`config.mk`:
```
export PLATFORM = sky130hd
export DESIGN_NAME = tick_req_gen_flat
export DESIGN_NICKNAME = d
export VERILOG_FILES = /design/src/rtl/tick_req_if.sv /design/src/rtl/tick_req_gen.sv /design/src/flat_wrapper.sv
export SDC_FILE = /design/constraint.sdc
export NUM_CORES = 1
export LEC_CHECK = 0
export ABC_AREA = 0
export BUFFER_PORTS_ARGS = -buffer_cell sky130_fd_sc_hd__buf_4
export CORE_MARGIN = 2
export CORE_UTILIZATION = 50
export CTS_CLUSTER_SIZE = 24
export DETAILED_ROUTE_END_ITERATION = 7
export GPL_TIMING_DRIVEN = 0
export PLACE_DENSITY = 0.76
export RECOVER_POWER = 100
export SYNTH_ARGS = -nofsm -noshare
export SYNTH_HDL_FRONTEND = slang
export SYNTH_SLANG_ARGS = --single-unit
export TNS_END_PERCENT = 50
```
`constraint.sdc`:
```
create_clock -name clk -period 2.65 [get_ports clk]
set_clock_uncertainty 0.05 [all_clocks]
set_input_delay 0.1325 -clock clk [delete_from_list [all_inputs] [get_ports clk]]
set_output_delay 0.1325 -clock clk [all_outputs]
set_load 0.02 [all_outputs]
```
`src/rtl/tick_req_if.sv`:
```
// tick_req_if: tick/ack inputs and request status outputs of the tick request generator
interface tick_req_if #(
    parameter int KBITS = 8,
    parameter int DBITS = 8
);
    logic             tick;
    logic             ack;
    logic             req;
    logic [7:0]       req_id;
    logic [KBITS-1:0] phase;
    logic             ovr;
    logic [DBITS-1:0] drops;
    modport master(output tick, ack, input req, req_id, phase, ovr, drops);
    modport slave(input tick, ack, output req, req_id, phase, ovr, drops);
endinterface

```
`src/rtl/tick_req_gen.sv`:
```
// tick_req_gen: issues one request every K ticks, flagging and counting firings dropped while a request is still pending
module tick_req_gen #(
    parameter int K     = 4,
    parameter int KBITS = 8,
    parameter int DBITS = 8
) (
    input logic        clk,
    input logic        rst,
    tick_req_if.slave  bus
);
    typedef enum logic {IDLE, WAIT} state_t;
    state_t           state;
    logic [7:0]       req_id;
    logic [KBITS-1:0] phase;
    logic             ovr;
    logic [DBITS-1:0] drops;
    logic             fire;
    assign fire = bus.tick && (phase == KBITS'(K - 1));
    always_ff @(posedge clk) begin
        if (rst) begin
            state  <= IDLE;
            req_id <= '0;
            phase  <= '0;
            ovr    <= 1'b0;
            drops  <= '0;
        end else begin
            if (bus.tick)
                phase <= fire ? '0 : phase + 1'b1;
            if (fire) begin
                // an ack arriving with the fire frees the slot for the new request
                if (state == IDLE || bus.ack) begin
                    state  <= WAIT;
                    req_id <= req_id + 1'b1;
                end else begin
                    ovr   <= 1'b1;
                    drops <= (drops == {DBITS{1'b1}}) ? drops : drops + 1'b1;
                end
            end else if (state == WAIT && bus.ack) begin
                state <= IDLE;
            end
        end
    end
    assign bus.req    = (state == WAIT);
    assign bus.req_id = req_id;
    assign bus.phase  = phase;
    assign bus.ovr    = ovr;
    assign bus.drops  = drops;
endmodule

```
`src/flat_wrapper.sv`:
```
// flat-port wrapper written by rule: the top's interface ports become plain ports
module tick_req_gen_flat 
#(
    parameter int K     = 4,
    parameter int KBITS = 8,
    parameter int DBITS = 8
)
  (clk, rst, bus_tick, bus_ack, bus_req, bus_req_id, bus_phase, bus_ovr, bus_drops);
  tick_req_if #(.KBITS(KBITS), .DBITS(DBITS)) bus_i ();
  input logic clk;
  input logic rst;
  input wire logic [$bits(bus_i.tick)-1:0] bus_tick;
  input wire logic [$bits(bus_i.ack)-1:0] bus_ack;
  output wire logic [$bits(bus_i.req)-1:0] bus_req;
  output wire logic [$bits(bus_i.req_id)-1:0] bus_req_id;
  output wire logic [$bits(bus_i.phase)-1:0] bus_phase;
  output wire logic [$bits(bus_i.ovr)-1:0] bus_ovr;
  output wire logic [$bits(bus_i.drops)-1:0] bus_drops;
  assign bus_i.tick = bus_tick;
  assign bus_i.ack = bus_ack;
  assign bus_req = bus_i.req;
  assign bus_req_id = bus_i.req_id;
  assign bus_phase = bus_i.phase;
  assign bus_ovr = bus_i.ovr;
  assign bus_drops = bus_i.drops;
  tick_req_gen #(.K(K), .KBITS(KBITS), .DBITS(DBITS)) u_core (.clk(clk), .rst(rst), .bus(bus_i));
endmodule
```
==> flow_metrics.py <==
metrics = {
    "run_status": {
        "status": "complete, no violations",
    },
    "global_route": {
        "grt_pass1_wl_um": 4380,
        "grt_usage_pct": 21.0,
        "grt_start_max_net_pins": 15,
        "grt_overflow": 0,
        "antenna_found_initial": 0,
        "grt_pass1_vias": 1048,
    },
    "synth": {
        "avgSynthCellArea_um2": 8.60,
        "synth_seq_cells": 26,
        "synth_edf_count": 0,
        "ys_warn_count": 0,
        "ys.flop_type": "dfxtp_1",
        "yosysUniqueCellTypes": 29,
        "netlist_instances": 140,
        "ys_seq_area_share_pct": 43.2,
        "syn-cell-area_um2": 1200,
        "synth-async-reset-ratio_pct": 0,
        "syn_nets": 147,
    },
    "cells_and_area": {
        "layout-drive-gt1-share_pct": 6.98,
        "utilization_pct": 61.7,
        "syn2layout_area_growth_pct": 15.5,
        "final_common_cell": "clkbuf_1",
        "fin_nets": 180,
        "diodes": 0,
        "seq_area_um2": 520,
        "final_cell_mix": "clkbuf_1 (30), dfxtp_1 (26), a21oi_1 (13)",
        "final_cell_count_no_fill": 200,
        "multiInputGateArea_um2": 658,
        "num-fill-cells": 228,
    },
    "critical_path": {
        "timing.rr.end": "u_core.bus.req_id[7]",
        "worstReg2RegStart": "u_core.bus.phase[0]",
        "path_class": "register to register",
        "r2r_slack_ps": 300,
        "setup.worst_path.end": "u_core.bus.req_id[7]",
        "crit_chain": "ha_1 > nor4bb_2 > nand4_1 > nor3_1 > mux2_2",
        "critPathBufInv": 0,
        "cp.required_ps": 2830,
        "critPathSlowestCell": "nor4bb_2",
        "setup.worst_path.end_class": "register",
        "slowest_delay_ps": 570,
        "cp-startpoint": "u_core.bus.phase[0]",
        "critPathTopFamily": "simple AND/OR/NAND/NOR gates",
        "reg2reg_depth": 5,
        "worstPathArrival_ps": 2520,
        "crit_path_start_kind": "register",
        "path_max_fanout": 7,
        "cp.depth": 5,
    },
    "timing": {
        "slew_headroom_pct": 32.6,
        "finalHoldViolCount": 0,
        "finalHoldWorstSlack_ps": 18.6,
        "setup_slack_ps": 305,
        "setup_tns_ps": 0,
        "fmax_ghz": 0.426,
        "finalSetupViolCount": 0,
        "period_needed_ps": 2350,
        "slew_violations": 0,
        "min_period_over_period_pct": 88.5,
        "rsz0062_at_grt": "no",
        "worst_pin_slew_ps": 1000,
    },
    "power": {
        "ir_worst_vdd_mv": 0.295,
        "leakagePower_nw": 0.440,
        "power_density_nw_per_um2": 454,
    },
    "floorplanning": {
        "die_h_um": 53.1,
        "rows": 17,
        "die_area_um2": 2820,
        "io-pin-count": 30,
        "core-area_um2": 2250,
        "die_width_um": 53.1,
        "start_util_pct": 53.4,
    },
    "route": {
        "via_per_inst": 5.86,
        "postRouteAntennaNets": 0,
        "firstDrtPassIters": 4,
        "num_vias": 1172,
        "routedWlPerCell_um": 13.2,
        "route.detailed.drc": 0,
        "wirelength_um": 2650,
        "first_iter_violations": 20,
    },
    "clock_network": {
        "hold_buffers": 0,
        "cts_num_sinks": 26,
        "clk_latency_ps": 320,
        "htreeDepth": 1,
        "cts.path.max_buffers": 2,
        "cts_root_buf": "clkbuf_4",
        "cts_tree": "yes",
        "clkTransAtPathRegs_ps": 140,
        "post-cts-setup-buffers": 0,
        "cts_buffers": 3,
    },
    "placed_design": {
        "portBuffers": 28,
        "dp.cells": 196,
        "dp_slack_ps": 94.8,
        "routabilityCongestion": 0.815,
        "hpwl_um": 1980,
    },
    "min_path": {
        "min_path_type": "input pin to register",
    },
    "flow_run": {
        "max_cap_violations": 0,
    },
}
[worst min path at each step]
| stage | cells past startpoint | from | to |
|---|---|---|---|
| 3_5_place_dp | 3 | rst | u_core.bus.req_id[3] |
| 6_report | 3 | rst | u_core.bus.req_id[3] |
| 5_1_grt | 3 | rst | u_core.bus.req_id[3] |
| 3_3_place_gp | 3 | rst | u_core.bus.req_id[3] |
| 4_1_cts | 3 | rst | u_core.bus.req_id[3] |
| 2_1_floorplan | 2 | rst | u_core.bus.req_id[3] |
[cell usage after synthesis, types with 2 or more instances]
library cell | number | share of area, %
dfxtp_1 | 26 | 43
a21oi_1 | 13 | 5.4
nor3_1 | 12 | 5.0
nand2_1 | 11 | 3.4
nor2_1 | 11 | 3.4
nand4_1 | 8 | 4.2
nand3_1 | 6 | 2.5
or3_1 | 6 | 3.1
o21ai_0 | 5 | 2.1
xor2_1 | 5 | 3.6
clkbuf_1 | 4 | 1.2
ha_1 | 3 | 3.1
mux2i_1 | 3 | 2.5
nand2b_1 | 3 | 1.6
o31ai_1 | 3 | 1.9
xnor2_1 | 3 | 2.2
inv_1 | 2 | 0.62
nor2b_1 | 2 | 1.0
nor4_1 | 2 | 1.0
or4_1 | 2 | 1.2
or4_4 | 2 | 1.9
[layout make-up]
type	count	share of cell area [%]
Inverter	2	0.540
Multi-Input combinational cell	107	47.3
Sequential cell	26	37.4
Timing Repair Buffer	28	8.10
Buffer	5	1.44
Clock buffer	4	2.61
Tap cell	28	2.52
[per-stage QoR]
step	cell area (um2)	total power, mW
floorplan	1200	0.430
global placement	1450	0.443
detailed placement	1450	0.444
CTS	1490	0.639
global route	1390	0.651
finish	1390	0.631
[layer usage]
metal / up-vias / GRT usage [%] / wire (um)
li1: 584 / - / -
met1: 559 / 26.2 / 1230
met2: 25 / 36.7 / 1270
met3: 4 / 2.54 / 123
met4: 0 / 7.69 / 25
met5: - / 0 / 0
[worst reg2reg max path, delay by kind of cell, from the launching register on]
kind | cells | cell delay, ps
simple gates | 3 | 1120
flops | 1 | 450
mux | 1 | 350
fa+ha+maj | 1 | 280
[state kept, by name, indices dropped and copies added, names as in the netlist]
register and flops:
u_core.bus.drops 8, u_core.bus.phase 8, u_core.bus.req_id 8, u_core.bus.ovr 1, u_core.bus.req 1
[where the power goes]
| group | leakage (nW) | internal, mW | switching, mW |
|---|---|---|---|
| combinational | 0.209 | 0.0116 | 0.0216 |
| clock | 0.0210 | 0.0839 | 0.115 |
| sequential | 0.210 | 0.394 | 0.00479 |
[kinds of logic after synthesis]
| kind of cell | Yosys count | share of synthesized area (%) |
|---|---|---|
| DFF | 26 | 43.2 |
| muxes | 4 | 3.43 |
| xor gates and xnor gates | 8 | 5.82 |
| and+or+nand+nor | 69 | 31.4 |
| buffers and inverters | 7 | 2.29 |
| adders and majority gates | 3 | 3.12 |
| AOI/OAI and AO/OA | 23 | 10.7 |
[repair_timing]
item | CTS | global route
endpoints found under the hold margin | 0 | 0
resized for setup | 0 | 1
setup endpoints to repair | 0 | 2
No activity file was read; power rests on OpenSTA's default activity.
